<file path="config.mk">
export PLATFORM = sky130hd
export DESIGN_NAME = sram_access_arbiter
export DESIGN_NICKNAME = d
export VERILOG_FILES = /design/src/rtl/sram_arb_pkg.sv /design/src/rtl/sram_arb_picker.sv /design/src/rtl/sram_access_arbiter.sv
export SDC_FILE = /design/constraint.sdc
export NUM_CORES = 1
export LEC_CHECK = 0
export BUFFER_PORTS_ARGS = -buffer_cell sky130_fd_sc_hd__buf_2
export CAP_MARGIN = 0
export CORE_AREA = 2 2 76 78
export CTS_BUF_LIST = sky130_fd_sc_hd__clkbuf_16
export DETAILED_ROUTE_END_ITERATION = 7
export DIE_AREA = 0 0 78 80
export PLACE_DENSITY = 0.72
export RECOVER_POWER = 25
export REMOVE_ABC_BUFFERS = 1
export SLEW_MARGIN = 20
export SYNTH_ARGS = -nofsm -noshare
export SYNTH_HDL_FRONTEND = slang
export SYNTH_SLANG_ARGS = --single-unit
</file>
<file path="constraint.sdc">
create_clock -name CLOCK_50_I -period 1.46 [get_ports CLOCK_50_I]
set_input_delay 0.073 -clock CLOCK_50_I [delete_from_list [all_inputs] [get_ports CLOCK_50_I]]
set_output_delay 0.073 -clock CLOCK_50_I [all_outputs]
set_load 0.02 [all_outputs]
</file>
<file path="src/rtl/sram_arb_pkg.sv">
// Shared types for the SRAM bus arbiter: FSM state encoding and index-width helper.
package sram_arb_pkg;

  typedef enum logic [1:0] {
    S_ARB_IDLE,
    S_ARB_HANDOVER,
    S_ARB_OWNED,
    S_ARB_RELEASE
  } sram_arb_state_type;

  // Width needed to index n items; never narrower than one bit.
  function automatic int unsigned sram_arb_idx_w(input int unsigned n);
    return (n > 1) ? $clog2(n) : 1;
  endfunction

endpackage

</file>
<file path="src/rtl/sram_arb_picker.sv">
// Combinational winner selection: fixed priority (lowest index) or round-robin
// starting from ptr_i. Requests must already exclude the default client.
module sram_arb_picker
  import sram_arb_pkg::*;
#(
  parameter int unsigned NUM_CLIENTS = 4,
  parameter int unsigned RR_MODE     = 0,
  localparam int unsigned IDX_W      = sram_arb_idx_w(NUM_CLIENTS)
) (
  input  logic [NUM_CLIENTS-1:0] req_i,
  input  logic [IDX_W-1:0]       ptr_i,
  output logic                   valid_o,
  output logic [NUM_CLIENTS-1:0] onehot_o,
  output logic [IDX_W-1:0]       idx_o
);

  int unsigned cand;
  logic        found;

  always_comb begin
    found    = 1'b0;
    onehot_o = '0;
    idx_o    = '0;
    cand     = 0;
    for (int unsigned k = 0; k < NUM_CLIENTS; k++) begin
      cand = (RR_MODE != 0) ? ((32'(ptr_i) + k) % NUM_CLIENTS) : k;
      if (!found && req_i[cand]) begin
        found          = 1'b1;
        onehot_o[cand] = 1'b1;
        idx_o          = IDX_W'(cand);
      end
    end
    valid_o = found;
  end

endmodule

</file>
<file path="src/rtl/sram_access_arbiter.sv">
// SRAM bus owner: default client holds the bus when idle, others request/release it.
// Optional ownership watchdog enabled by defining SRAM_ARB_TIMEOUT_EN.
module sram_access_arbiter
  import sram_arb_pkg::*;
#(
  parameter int unsigned NUM_CLIENTS    = 4,
  parameter int unsigned ADDR_W         = 18,
  parameter int unsigned DATA_W         = 16,
  parameter int unsigned DEFAULT_CLIENT = 0,
  parameter int unsigned RR_MODE        = 0,
  parameter int unsigned TIMEOUT_CYCLES = 50_000_000,
  localparam int unsigned IDX_W         = sram_arb_idx_w(NUM_CLIENTS)
) (
  input  logic                          CLOCK_50_I,
  input  logic                          reset,
  input  logic [NUM_CLIENTS-1:0]        req,
  input  logic [NUM_CLIENTS-1:0]        done,
  input  logic [NUM_CLIENTS*ADDR_W-1:0] client_address,
  input  logic [NUM_CLIENTS*DATA_W-1:0] client_write_data,
  input  logic [NUM_CLIENTS-1:0]        client_we_n,
  output logic [NUM_CLIENTS-1:0]        grant,
  output logic [IDX_W-1:0]              owner,
  output logic [ADDR_W-1:0]             SRAM_address,
  output logic [DATA_W-1:0]             SRAM_write_data,
  output logic                          SRAM_we_n,
  output logic                          busy,
  output logic                          timeout_flag
);

  localparam logic [NUM_CLIENTS-1:0] DEF_MASK = NUM_CLIENTS'(1) << DEFAULT_CLIENT;
  localparam logic [IDX_W-1:0]       DEF_IDX  = IDX_W'(DEFAULT_CLIENT);

  sram_arb_state_type       state_q;
  logic [NUM_CLIENTS-1:0]   grant_q;
  logic [NUM_CLIENTS-1:0]   win_q;
  logic [IDX_W-1:0]         owner_q;
  logic [IDX_W-1:0]         rr_ptr_q;
  logic                     busy_q;

  logic                     pick_valid;
  logic [NUM_CLIENTS-1:0]   pick_onehot;
  logic [IDX_W-1:0]         pick_idx;
  logic [IDX_W-1:0]         ptr_next;
  logic                     we_sel;
  logic                     done_sel;
  logic                     wd_expire;

  sram_arb_picker #(
    .NUM_CLIENTS (NUM_CLIENTS),
    .RR_MODE     (RR_MODE)
  ) u_picker (
    .req_i    (req & ~DEF_MASK),
    .ptr_i    (rr_ptr_q),
    .valid_o  (pick_valid),
    .onehot_o (pick_onehot),
    .idx_o    (pick_idx)
  );

  always_comb begin
    ptr_next = (pick_idx == IDX_W'(NUM_CLIENTS - 1)) ? '0 : pick_idx + 1'b1;
  end

  // Bus mux follows the registered owner; turnaround states suppress writes.
  always_comb begin
    SRAM_address    = '0;
    SRAM_write_data = '0;
    we_sel          = 1'b1;
    done_sel        = 1'b0;
    for (int unsigned i = 0; i < NUM_CLIENTS; i++) begin
      if (owner_q == IDX_W'(i)) begin
        SRAM_address    = client_address[i*ADDR_W +: ADDR_W];
        SRAM_write_data = client_write_data[i*DATA_W +: DATA_W];
        we_sel          = client_we_n[i];
        done_sel        = done[i];
      end
    end
    SRAM_we_n = (state_q == S_ARB_HANDOVER || state_q == S_ARB_RELEASE) ? 1'b1 : we_sel;
  end

  always_ff @(posedge CLOCK_50_I) begin
    if (reset) begin
      state_q  <= S_ARB_IDLE;
      grant_q  <= '0;
      win_q    <= '0;
      owner_q  <= DEF_IDX;
      rr_ptr_q <= '0;
      busy_q   <= 1'b0;
    end else begin
      case (state_q)
        S_ARB_IDLE: begin
          if (pick_valid) begin
            state_q  <= S_ARB_HANDOVER;
            owner_q  <= pick_idx;
            win_q    <= pick_onehot;
            rr_ptr_q <= ptr_next;
            busy_q   <= 1'b1;
          end
        end
        S_ARB_HANDOVER: begin
          state_q <= S_ARB_OWNED;
          grant_q <= win_q;
        end
        S_ARB_OWNED: begin
          if (done_sel || wd_expire) begin
            state_q <= S_ARB_RELEASE;
            grant_q <= '0;
            owner_q <= DEF_IDX;
          end
        end
        S_ARB_RELEASE: begin
          state_q <= S_ARB_IDLE;
          busy_q  <= 1'b0;
        end
        default: state_q <= S_ARB_IDLE;
      endcase
    end
  end

`ifdef SRAM_ARB_TIMEOUT_EN
  localparam int unsigned CNT_W = sram_arb_idx_w(TIMEOUT_CYCLES);

  logic [CNT_W-1:0]  wd_cnt_q, wd_cnt_d;
  logic [ADDR_W-1:0] wd_addr_q;
  logic              tflag_q;

  assign wd_expire = (state_q == S_ARB_OWNED) && (wd_cnt_q == CNT_W'(TIMEOUT_CYCLES - 1));

  // Any owner write or address movement counts as activity and restarts the count.
  always_comb begin
    wd_cnt_d = wd_cnt_q + 1'b1;
    if (!SRAM_we_n || SRAM_address != wd_addr_q) wd_cnt_d = '0;
  end

  always_ff @(posedge CLOCK_50_I) begin
    if (reset) begin
      wd_cnt_q  <= '0;
      wd_addr_q <= '0;
      tflag_q   <= 1'b0;
    end else begin
      wd_addr_q <= SRAM_address;
      if (state_q == S_ARB_HANDOVER) begin
        wd_cnt_q <= '0;
        tflag_q  <= 1'b0;
      end else if (state_q == S_ARB_OWNED) begin
        wd_cnt_q <= wd_cnt_d;
        if (wd_expire) tflag_q <= 1'b1;
      end
    end
  end

  assign timeout_flag = tflag_q;
`else
  assign wd_expire    = 1'b0;
  assign timeout_flag = 1'b0;
`endif

  assign grant = grant_q;
  assign owner = owner_q;
  assign busy  = busy_q;

endmodule

</file>
==> results.json, run 1 <==
{
  "grt.overflow.total": 0,
  "grt_usage": 0.200,
  "final.min_clock_period_ns": 1.62,
  "start_util": 0.282,
  "critPathArrivalTime_ns": 1.54,
  "required_ns": 1.39,
  "rsz0062_at_grt": "yes",
  "area_delta_synth_final_pct": 76.8,
  "regArea_um2": 226,
  "antenna_found_initial": 8,
  "ys_warn_count": 0,
  "coreArea_mm2": 0.00541,
  "drc": 0,
  "endpoint_kind": "primary output",
  "clock_latency_ns": 0.24,
  "crit_end": "SRAM_write_data[1]",
  "p_switching_mw": 1.87,
  "die_area_mm2": 0.00624,
  "worstSetupStartpoint": "owner[0]$_SDFFE_PP0P_",
  "wl_per_cell_um": 16.9,
  "nets": 468,
  "path_max_fanout": 12,
  "wirelength_um": 6580,
  "crit_path_start_kind": "flip-flop",
  "cts.sink_count": 11,
  "grt_pass1_vias": 1988,
  "grt_pass1_wl_um": 9640,
  "fmax_mhz": 618,
  "hold_class": "input port to flip-flop",
  "clockBufferDepth": 2,
  "fin_crit_sh": 1.11,
  "peakVddDrop_uv": 1000,
  "drive_above_1_share": 0.760,
  "violations": "negative setup slack",
  "leakagePower_nw": 1.31,
  "pwr-share-comb": 0.769,
  "dp_hpwl_um": 5750,
  "skew_ns": 0.00262,
  "reg2reg_from": "owner[0]$_SDFFE_PP0P_",
  "r2r_slack_ns": 0.01,
  "seqPwrFrac": 0.115,
  "p_total_mw": 4.25,
  "syn-cell-area_mm2": 0.00152,
  "finalWorstSetupSlack_ns": -0.157,
  "r2r_cells": 5,
  "fin_util": 0.499,
  "portBuffers": 189,
  "clk_pin_slew_ns": 0.04,
  "power_frac_clock": 0.116,
  "r2r-end": "state_q[0]$_SDFFE_PP0P_",
  "gp_congestion": 0.926,
  "cts_buffers": 3,
  "ys_ff_latch": 11,
  "hold_buffers": 0,
  "synth_top_cell_by_area": "mux4_2",
  "post_dp_cell_area_mm2": 0.00255,
  "io_pins": 193,
  "cts-root-buf": "clkbuf_16",
  "syn_area_per_cell_um2": 12.5,
  "cts_htree_levels": 1,
  "design_area_mm2": 0.00270,
  "power.internal_mw": 2.38,
  "maxCapViolCount": 0,
  "multiInputGateArea_mm2": 0.00119,
  "drt_pre_antenna_iters": 4,
  "ant_nets": 0,
  "die_width_um": 78,
  "cts_tree": "done",
  "nFillCells": 526,
  "syn_inst": 122,
  "outcome": "finished, violations left",
  "yosysUniqueCellTypes": 32,
  "rows": 27,
  "slew_viol_final": 0,
  "worstSetupPathType": "flip-flop to primary output",
  "die_y_um": 80,
  "synth-seq-area-share": 0.144,
  "drt_iter0_drc": 48,
  "vias": 1907,
  "pwr_density_cell_mw_per_mm2": 1580,
  "synth_top_area_frac": 0.429,
  "vias_per_cell": 4.90,
  "final-setup-viol-count": 35,
  "grt_start_max_net_pins": 18,
  "synth.area.top_cells": "mux4_2 (43%), dfxtp_1 (14%), mux4_1 (8.6%)",
  "hold_violations": 0,
  "switching_share": 0.440
}
==> area by class of cell <==
| class | instances | area share |
|---|---|---|
| multi-input combinational | 95 | 0.441 |
| clock buffer | 3 | 0.0279 |
| sequential | 11 | 0.0840 |
| tap | 72 | 0.0334 |
| clock inverter | 1 | 0.00139 |
| timing repair buffer | 199 | 0.403 |
| antenna | 4 | 0.00371 |
| inverter | 4 | 0.00557 |
==> kinds of logic after synthesis <==
group / synth area share
compound gates: 0.0961
other cells: 0.00246
mux: 0.553
simple gates: 0.0854
buf+inv: 0.0862
fa+ha+maj: 0.0328
flops: 0.144
==> sequential cells by signal, indices dropped and copies added (netlist names) <==
register and count:
win_q 3, busy 1, grant 3, owner 2, state_q 2
==> worst min path at each step <==
stage                            endpoint  startpoint  depth (start not counted)
global placement    win_q[1]$_SDFFE_PP0P_       reset                          2
detailed placement  win_q[1]$_SDFFE_PP0P_       reset                          2
floorplan           grant[1]$_SDFFE_PP0P_       reset                          1
global route        win_q[1]$_SDFFE_PP0P_       reset                          2
CTS                 win_q[1]$_SDFFE_PP0P_       reset                          2
finish              win_q[1]$_SDFFE_PP0P_       reset                          2
==> per-layer routing <==
metal	vias up	share of wire	wire length [um]	track usage
met5	-	0.0081	53	0
met4	8	0.022	142	0.0544
met3	20	0.14	923	0.107
met2	125	0.46	3060	0.347
met1	873	0.37	2410	0.212
li1	881	-	-	-
==> Yosys cell counts (all sizes together) <==
cell type,n
nand2b,7
inv,4
ha,4
dfxtp,11
nand2,6
nor2b,1
a31oi,1
clkbuf,1
o41ai,1
buf,12
a22oi,1
o32ai,1
o21ai,5
o21a,1
mux2,3
conb,1
mux4,34
o22ai,2
o211ai,1
mux2i,2
nor2,10
a21oi,9
nor3,4
==> critical path, stage by stage, from the launching register on <==
cell     delay (ns)
dfxtp_4        0.39
buf_12         0.16
mux4_1         0.57
buf_2          0.18
==> power groups by stage <==
| stage | sequential [mW] | clock [mW] | combinational [mW] |
|---|---|---|---|
| floorplan | 0.755 | 0 | 1.80 |
| finish | 0.488 | 0.493 | 3.27 |
| global placement | 0.489 | 0 | 3.09 |
| global route | 0.502 | 0.517 | 3.51 |
| detailed placement | 0.495 | 0 | 3.14 |
| CTS | 0.487 | 0.504 | 3.21 |
==> per-stage QoR <==
step	std cells	TNS [ns]	hold WS, ns	worst slack, ns
after global placement	379	0	0.395	0.0401
after global routing	387	-4.68	0.186	-0.179
after CTS	385	-3.60	0.157	-0.161
after floorplan	110	-47.45	0.142	-1.23
final	389	-3.12	0.163	-0.157
after detailed placement	379	-0.00386	0.405	-0.00386
==> cell usage in the layout (no fill, tap or decap), drive strengths merged <==
cell	Yosys	final
nor2b	1	1
o32ai	1	1
mux4	34	34
conb	1	2
buf	12	197
o21a	1	1
o21ai	5	5
a31oi	1	1
o22ai	2	2
mux2	3	3
clkbuf	1	5
mux2i	2	2
nor2	10	10
nand2	6	6
dfxtp	11	11
o41ai	1	1
diode	0	4
a21oi	9	9
nor3	4	4
o211ai	1	1
nand2b	7	7
a22oi	1	1
inv	4	5
ha	4	4
==> timing repair <==
item                       4_1_cts  5_1_grt
pin swaps                        0        5
setup buffers                    2        0
resized for setup                3       14
setup endpoints to repair       35       41
(Power assumes the default switching activity.)
==> run 2, diff against run 1 <==
- CORE_AREA: 2 2 76 78 -> 2 2 75 77
- DIE_AREA: 0 0 78 80 -> 0 0 77 79
- PLACE_DENSITY: 0.72 -> 0.77
- SYNTH_HIERARCHICAL: not set -> 1
==> results.json, run 2 <==
{
  "outcome": "finished, violations left",
  "violations": "negative setup slack",
  "switching_share": 0.403,
  "antenna_found_initial": 4,
  "cts.sink_count": 13,
  "p_total_mw": 3.82,
  "holdPathStages": 2,
  "cts_tree": "done",
  "drt_iter0_drc": 58,
  "grt.overflow.total": 0,
  "peakVddDrop_uv": 516,
  "fmax_mhz": 620,
  "slowest_delay_ns": 0.50,
  "critPathArrivalTime_ns": 1.54,
  "syn-cell-area_mm2": 0.00157,
  "io_pins": 193,
  "syn_area_per_cell_um2": 11.9,
  "hold_class": "input port to flip-flop",
  "grt_usage": 0.205,
  "grt_pass1_wl_um": 9860,
  "drive_above_1_share": 0.769,
  "pwr-share-comb": 0.732,
  "slew_viol_final": 0,
  "clk_pin_slew_ns": 0.04,
  "hold_buffers": 0,
  "cts_buffers": 3,
  "die_width_um": 77,
  "start_util": 0.295,
  "finalWorstSetupSlack_ns": -0.154,
  "pwr_density_cell_mw_per_mm2": 1230,
  "required_ns": 1.39,
  "final-setup-viol-count": 35,
  "met2_usage": 0.395,
  "die_area_mm2": 0.00608,
  "clockBufferDepth": 2,
  "rows": 27,
  "busiest_layer": "met2",
  "seqPwrFrac": 0.135,
  "drc": 0,
  "rsz0062_at_grt": "yes",
  "power_frac_clock": 0.133,
  "cp_cell_sequence": "buf_12, clkbuf_16, mux4_2, buf_6",
  "nets": 498,
  "mostFrequentLayoutCell": "buf_2",
  "r2r_cells": 6,
  "cp_slowest_cell": "mux4_2",
  "fin_tns_setup_ns": -3.39,
  "power.internal_mw": 2.28,
  "vias_per_cell": 4.80,
  "endpoint_kind": "primary output",
  "grt_pass1_vias": 2040,
  "dp_hpwl_um": 5300,
  "wirelength_um": 6610,
  "worstSetupPathType": "flip-flop to primary output",
  "syn_inst": 132,
  "ys_warn_count": 6,
  "final_cells": 416,
  "gp_congestion": 0.836,
  "met3_usage": 0.0795,
  "crit_path_start_kind": "flip-flop",
  "cts_htree_levels": 1,
  "fin_crit_sh": 1.11,
  "drt_pre_antenna_iters": 6,
  "vias": 1995,
  "die_y_um": 79,
  "portBuffers": 190,
  "wl_per_cell_um": 15.9,
  "use_met1": 0.211,
  "leakagePower_nw": 1.45,
  "area_delta_synth_final_pct": 96.9,
  "grt_start_max_net_pins": 18,
  "skew_ns": 0.000675,
  "final.min_clock_period_ns": 1.61,
  "path_max_fanout": 4,
  "clock_latency_ns": 0.24,
  "coreArea_mm2": 0.00534,
  "most-common-layout-cells": "buf_2 (170), mux4_2 (34), buf_6 (18), nand2_1 (12), buf_4 (11)",
  "hold_violations": 0,
  "p_switching_mw": 1.54,
  "ant_nets": 0,
  "cts-root-buf": "clkbuf_16",
  "maxCapViolCount": 0,
  "dp.cells": 398
}
[run 2: power by group through the flow]
stage | registers, mW | logic [mW] | clock network (mW)
global placement | 0.494 | 2.21 | 0
finish | 0.514 | 2.79 | 0.509
floorplan | 0.680 | 1.30 | 0
global route | 0.523 | 2.98 | 0.542
detailed placement | 0.499 | 2.25 | 0
CTS | 0.509 | 2.50 | 0.523
[run 2: worst paths after layout]
path	to	slack, ns	start
worst min-delay path	state_q[1]$_SDFFE_PP0P_	0.17	reset
worst max register to register	state_q[1]$_SDFFE_PP0P_	-0.01	owner[0]$_SDFFE_PP0P_
worst min register to register	win_q[0]$_SDFFE_PP0P_	0.46	win_q[0]$_SDFFE_PP0P_
worst max-delay path	SRAM_write_data[10]	-0.15	owner[0]$_SDFFE_PP0P_
[run 2: per-layer routing]
layer	part of all wire	up-vias
met1	0.35	923
met3	0.11	12
li1	-	943
met2	0.52	113
met5	0.0036	-
met4	0.014	4
[run 2: worst max-delay path, delay by kind of cell, from the launching register on]
kind | cells | cell delay (ns)
buffers and inverters | 3 | 0.41
multiplexers | 1 | 0.50
flip-flops | 1 | 0.39
[run 2: layout make-up]
cell class	instances	area, um2
fill	479	2240
timing repair buffer	211	1330
multi-input combinational	111	1310
sequential	13	269
tap	72	90.1
clock buffer	3	75.1
inverter	3	11.3
antenna	2	5.00
clock inverter	1	3.75
[run 2: metrics by stage]
stage	area (um2)	hold slack, ns	utilization	worst slack (ns)
floorplan	1520	0.142	-	-1.16
global placement	2670	0.400	0.500	0.00164
detailed placement	2670	0.403	0.500	-0.0122
CTS	2910	0.154	0.545	-0.167
global route	3090	0.170	0.579	-0.186
finish	3100	0.167	0.580	-0.154
[run 2: repair_timing]
item / 4_1_cts / 5_1_grt
endpoints found under the setup margin: 37 / 44
gates resized for setup: 15 / 38
setup buffers: 6 / 4
pin swaps: 0 / 2
gates cloned: 2 / 1
